===== config.mk =====
export PLATFORM = sky130hd
export DESIGN_NAME = key_conditioner
export DESIGN_NICKNAME = d
export VERILOG_FILES = /design/src/rtl/key_conditioner.sv
export SDC_FILE = /design/constraint.sdc
export NUM_CORES = 1
export LEC_CHECK = 0
export ABC_CLOCK_PERIOD_IN_PS = 5500
export BUFFER_PORTS_ARGS = -buffer_cell sky130_fd_sc_hd__buf_2
export CORE_ASPECT_RATIO = 0.7
export CORE_MARGIN = 2
export CORE_UTILIZATION = 50
export DETAILED_ROUTE_END_ITERATION = 10
export GPL_ROUTABILITY_DRIVEN = 0
export HOLD_SLACK_MARGIN = 0.15
export PLACE_DENSITY = 0.66
export SLEW_MARGIN = 10
export SYNTH_ARGS = -nofsm -noshare
export SYNTH_HDL_FRONTEND = slang
export SYNTH_SLANG_ARGS = --single-unit

===== constraint.sdc =====
create_clock -name pixel_clk -period 5.5 [get_ports pixel_clk]
set_input_delay 0.275 -clock pixel_clk [delete_from_list [all_inputs] [get_ports pixel_clk]]
set_output_delay 0.275 -clock pixel_clk [all_outputs]
set_load 0.1 [all_outputs]

===== src/rtl/key_conditioner.sv =====
// Multi-channel push-button front end: synchroniser, debouncer, press/release
// pulses and hold-to-repeat ticks, one identical independent slice per key.
module key_conditioner #(
  parameter int N_KEYS          = 6,
  parameter int SYNC_STAGES     = 2,
  parameter int DEBOUNCE_CYCLES = 1000000,
  parameter int ACTIVE_LOW      = 1,
  parameter int REPEAT_DELAY    = 50000000,
  parameter int REPEAT_PERIOD   = 10000000
) (
  input  logic              pixel_clk,
  input  logic              sys_rst_n,
  input  logic [N_KEYS-1:0] key_in,
  output logic [N_KEYS-1:0] key_level,
  output logic [N_KEYS-1:0] key_press,
  output logic [N_KEYS-1:0] key_release,
  output logic [N_KEYS-1:0] key_repeat
);

  localparam int DB_W    = $clog2(DEBOUNCE_CYCLES + 1);
  localparam int RPT_MAX = (REPEAT_DELAY > REPEAT_PERIOD) ? REPEAT_DELAY : REPEAT_PERIOD;
  localparam int RPT_W   = $clog2(RPT_MAX + 1);

  localparam logic [DB_W-1:0]  DB_LAST     = DB_W'(DEBOUNCE_CYCLES - 1);
  localparam logic [RPT_W-1:0] DELAY_LAST  = RPT_W'((REPEAT_DELAY > 0) ? REPEAT_DELAY - 1 : 0);
  localparam logic [RPT_W-1:0] PERIOD_LAST = RPT_W'(REPEAT_PERIOD - 1);
  localparam logic             IDLE_RAW    = (ACTIVE_LOW != 0);
  localparam bit               RPT_EN      = (REPEAT_DELAY > 0);

  typedef enum logic [1:0] {
    ST_IDLE,
    ST_DELAY,
    ST_REPEAT
  } rptState_t;

  for (genvar i = 0; i < N_KEYS; i++) begin : g_chan
    logic [SYNC_STAGES-1:0] r_sync;
    logic                   w_sample;
    logic [DB_W-1:0]        r_dbCnt;
    logic                   r_level;
    logic                   r_press;
    logic                   r_release;
    logic                   w_accept;
    logic                   w_acceptPress;
    logic                   w_acceptRelease;
    rptState_t              r_state;
    rptState_t              w_stateNext;
    logic [RPT_W-1:0]       r_rptCnt;
    logic [RPT_W-1:0]       w_rptCntNext;
    logic                   r_repeat;
    logic                   w_repeatNext;

    // Reset reloads the released pin level so no spurious press is seen.
    always_ff @(posedge pixel_clk or negedge sys_rst_n) begin
      if (!sys_rst_n) begin
        r_sync <= {SYNC_STAGES{IDLE_RAW}};
      end else begin
        r_sync <= {r_sync[SYNC_STAGES-2:0], key_in[i]};
      end
    end

    assign w_sample        = (ACTIVE_LOW != 0) ? ~r_sync[SYNC_STAGES-1] : r_sync[SYNC_STAGES-1];
    assign w_accept        = (w_sample != r_level) && (r_dbCnt == DB_LAST);
    assign w_acceptPress   = w_accept && !r_level;
    assign w_acceptRelease = w_accept && r_level;

    // Pulses are registered alongside the level so they land on its first new cycle.
    always_ff @(posedge pixel_clk or negedge sys_rst_n) begin
      if (!sys_rst_n) begin
        r_dbCnt   <= '0;
        r_level   <= 1'b0;
        r_press   <= 1'b0;
        r_release <= 1'b0;
      end else begin
        r_press   <= w_acceptPress;
        r_release <= w_acceptRelease;
        if ((w_sample == r_level) || w_accept) begin
          r_dbCnt <= '0;
        end else if (r_dbCnt != '1) begin
          r_dbCnt <= r_dbCnt + DB_W'(1);
        end
        if (w_accept) begin
          r_level <= ~r_level;
        end
      end
    end

    always_ff @(posedge pixel_clk or negedge sys_rst_n) begin
      if (!sys_rst_n) begin
        r_state  <= ST_IDLE;
        r_rptCnt <= '0;
        r_repeat <= 1'b0;
      end else begin
        r_state  <= w_stateNext;
        r_rptCnt <= w_rptCntNext;
        r_repeat <= w_repeatNext;
      end
    end

    // A release overrides everything, which also kills a tick due on that edge.
    always_comb begin
      w_stateNext  = r_state;
      w_rptCntNext = r_rptCnt;
      w_repeatNext = 1'b0;
      if (w_acceptRelease) begin
        w_stateNext  = ST_IDLE;
        w_rptCntNext = '0;
      end else begin
        case (r_state)
          ST_IDLE: begin
            if (w_acceptPress && RPT_EN) begin
              w_stateNext  = ST_DELAY;
              w_rptCntNext = '0;
            end
          end
          ST_DELAY: begin
            if (r_rptCnt == DELAY_LAST) begin
              w_stateNext  = ST_REPEAT;
              w_rptCntNext = '0;
              w_repeatNext = 1'b1;
            end else begin
              w_rptCntNext = r_rptCnt + RPT_W'(1);
            end
          end
          ST_REPEAT: begin
            if (r_rptCnt == PERIOD_LAST) begin
              w_rptCntNext = '0;
              w_repeatNext = 1'b1;
            end else begin
              w_rptCntNext = r_rptCnt + RPT_W'(1);
            end
          end
          default: begin
            w_stateNext  = ST_IDLE;
            w_rptCntNext = '0;
          end
        endcase
      end
    end

    assign key_level[i]   = r_level;
    assign key_press[i]   = r_press;
    assign key_release[i] = r_release;
    assign key_repeat[i]  = r_repeat;
  end

endmodule


==> impl_metrics.tcl <==
set metrics [dict create \
    syn_nets 1996 \
    grt_pass1_wl_mm 66.7 \
    peakVddDrop_uv 244 \
    status "finished clean" \
    max_clock_freq_mhz 301 \
    grt_max_degree 165 \
    core-area_um2 34900 \
    cts_inserted_buffers 35 \
    async_reset_ff_share_pct 100 \
    regArea_um2 8120 \
    layout-drive-gt1-share_pct 6.99 \
    maxCapViolCount 0 \
    fin_util_pct 55.7 \
    cp_common_cell "nor2_1" \
    p_per_area_nw_per_um2 256 \
    slew_headroom_pct 20.0 \
    multi_input_area_um2 9040 \
    stdcell_count 2446 \
    arrival_ps 3680 \
    stdcell_area_um2 19400 \
    synth_edf_count 0 \
    viasPerCell 5.91 \
    grt_use_total_pct 21.0 \
    postCtsSetupBuffers 0 \
    synth-main-ff-cell "dfrtp_1" \
    tightest_slew_ps 1200 \
    crit_type "reg -> reg" \
    power.leakage_nw 7.89 \
    synth_area_per_cell_um2 9.10 \
    hold_viol 0 \
    pin_count 32 \
    rows 57 \
    finClkSkew_ps 9.34 \
    gr-total-overflow 0 \
    rsz0062_at_grt "false" \
    hold_path.class "reg -> reg" \
    slowest_delay_ps 870 \
    root_buffer "clkbuf_16" \
    dpl.hpwl_mm 25.5 \
    tns_ps 0 \
    startpoint_type "flip-flop" \
    synthesis.area_um2 17800 \
    dr.pass1.iters 5 \
    final_antenna_net_count 0 \
    antenna_found_initial 0 \
    synth_top_area_share_pct 44.0 \
    drcViolationCount 0 \
    synth_area_leaders "dfrtp_1, nand3_1, nand2_1" \
    power_mw 4.97 \
    pre_cts_ws_ps 2290 \
    finalWorstSetupSlack_ps 2180 \
    htreeDepth 2 \
    clk_path_buf_depth 3 \
    worstPathCellList "or4b_2 -> o41ai_1 -> a21oi_1 -> nor2_1 -> nor2_1" \
    dieArea_um2 37100 \
    ys_seq_elements 324 \
    hold_slack_ps 354 \
    wl_mm 38.6 \
    routedWlPerCell_um 15.8 \
    drtIter0Drc 1357 \
    die_x_um 229 \
    synth_largest_area_cell "dfrtp_1" \
    fill_cells 3073 \
    synth_cells 1951 \
    dp.cells 2378 \
    area_growth_pct 9.41 \
    crit_required_ps 5850 \
    yosysUniqueCellTypes 73 \
    vias 14500 \
    place_area_um2 18200 \
    cp_slowest_cell "nor2_1" \
    cp-end-kind "flip-flop" \
    cts_tree "yes" \
    start_util_pct 50.9 \
    final_nets 1995 \
    num_antenna_cells 0 \
    period_share_pct 60.4 \
    yosysWarnings 0 \
    slew_violations 0 \
    path_clk_slew_ps 60 \
    setup_violations 0 \
    yosysSeqAreaShare_pct 45.7 \
    fp.dieH_um 162 \
    clk_latency_ps 520 \
    post-route-min-period_ps 3320 \
    cp_max_fo 15 \
    first_global_vias 13400 \
    io_buffer_count 31 \
    cts.sinks 324 \
]
-- state kept, by name, indices dropped and copies added (netlist names) --
register and cells:
g_chan.r_repeat 6, g_chan.r_level 6, g_chan.r_press 6, g_chan.r_rptCnt 156, g_chan.r_state 12, g_chan.r_dbCnt 120, g_chan.r_sync 12, g_chan.r_release 6
-- worst paths after layout --
path	from	endpoint	slack (ps)	depth (start not counted)
worst min register to register	g_chan[0].r_sync[0]	g_chan[0].r_sync[1]	350	0
min in group asynchronous	sys_rst_n	g_chan[0].r_rptCnt[20]	380	2
worst max register to register	g_chan[0].r_dbCnt[8]	g_chan[0].r_rptCnt[7]	2180	5
worst max-delay path	g_chan[0].r_dbCnt[8]	g_chan[0].r_rptCnt[7]	2180	5
worst min-delay path	g_chan[0].r_sync[0]	g_chan[0].r_sync[1]	350	0
max in group asynchronous	sys_rst_n	g_chan[1].r_level	3740	3
-- cells in the mapped netlist (all sizes together), types with 4 or more instances --
library cell  instances
mux2i                12
o311ai               36
nand3               186
clkbuf               51
and3                 42
inv                  49
nor2                191
a22o                 12
a31oi                 5
o41ai                 5
nor4bb                8
and2                 21
or2                  19
xnor2                44
buf                  32
dfrtp               312
a21o                 18
nor2b                 4
a21oi                38
and4                 22
a22oi                 6
o31ai                14
nor4b                 8
nand4b                6
or4b                  4
o21a                 13
xor2                 69
o21ai                74
dfstp                12
nor3                 62
o31a                  9
nand2b               12
nor3b                17
or4                  16
nand4                92
a211oi                8
or3                  70
nor4                 43
o211ai                7
o2bb2a                7
o2bb2ai               4
ha                   37
nand2               224
-- cell usage in the layout, fill, tap and decap left out, drive strengths merged, types with 14 or more instances in the layout --
master / n
ha: 37
nor4: 43
buf: 38
nor3: 62
inv: 49
xor2: 69
nand3: 186
nand4: 92
xnor2: 44
clkbuf: 50
o21ai: 74
o31ai: 14
and2: 21
and4: 22
o311ai: 36
nor3b: 17
a21oi: 38
or4: 16
dfrtp: 312
or2: 19
or3: 70
nand2: 224
a21o: 18
nor2: 191
and3: 42
-- worst max-delay path, delay by kind of cell (launching register included) --
kind / cells / cell delay (ps)
flops: 1 / 410
simple gates: 3 / 1720
compound gates: 2 / 1030
-- report_power, final --
part,internal (mW),leakage (nW),switching [mW]
Sequential,2.40,4.47,0.0159
Clock,1.50,0.588,0.959
Combinational,0.0218,2.83,0.0742
-- what timing repair did --
action | CTS | global route
setup endpoints to repair | 0 | 0
hold endpoints to repair | 91 | 0
gates resized for setup | 0 | 0
hold buffers | 7 | 0
-- kinds of logic (layout without fill, tap and decap cells) --
| family | after synthesis | after routing | synth area share (%) |
|---|---|---|---|
| XOR/XNOR | 113 | 113 | 5.57 |
| AND/OR/NAND/NOR | 1057 | 1057 | 30.9 |
| adder cells (fa/ha/maj) | 37 | 37 | 2.61 |
| multiplexers | 12 | 12 | 0.676 |
| AO/OA/AOI/OAI | 276 | 276 | 11.1 |
| buffers and inverters | 132 | 155 | 3.38 |
| flip-flops | 324 | 324 | 45.7 |
-- area by class of cell --
class / instances / share of cell area (%)
Clock buffer: 50 / 5.33
Clock inverter: 11 / 0.811
Inverter: 49 / 0.947
Multi-Input combinational cell: 1495 / 46.5
Sequential cell: 324 / 41.8
Tap cell: 472 / 3.04
Timing Repair Buffer: 45 / 1.55
-- per-layer routing --
layer | routed length [um] | vias up | share of wire [%] | global-route usage [%]
met5 | 0 | - | 0 | 0
met4 | 609 | 0 | 1.6 | 5.08
met3 | 1700 | 51 | 4.4 | 3.30
met2 | 16200 | 294 | 42 | 31.0
met1 | 20100 | 6985 | 52 | 32.4
li1 | - | 7129 | - | -
Note: power is estimated with default switching activity, not from simulation.
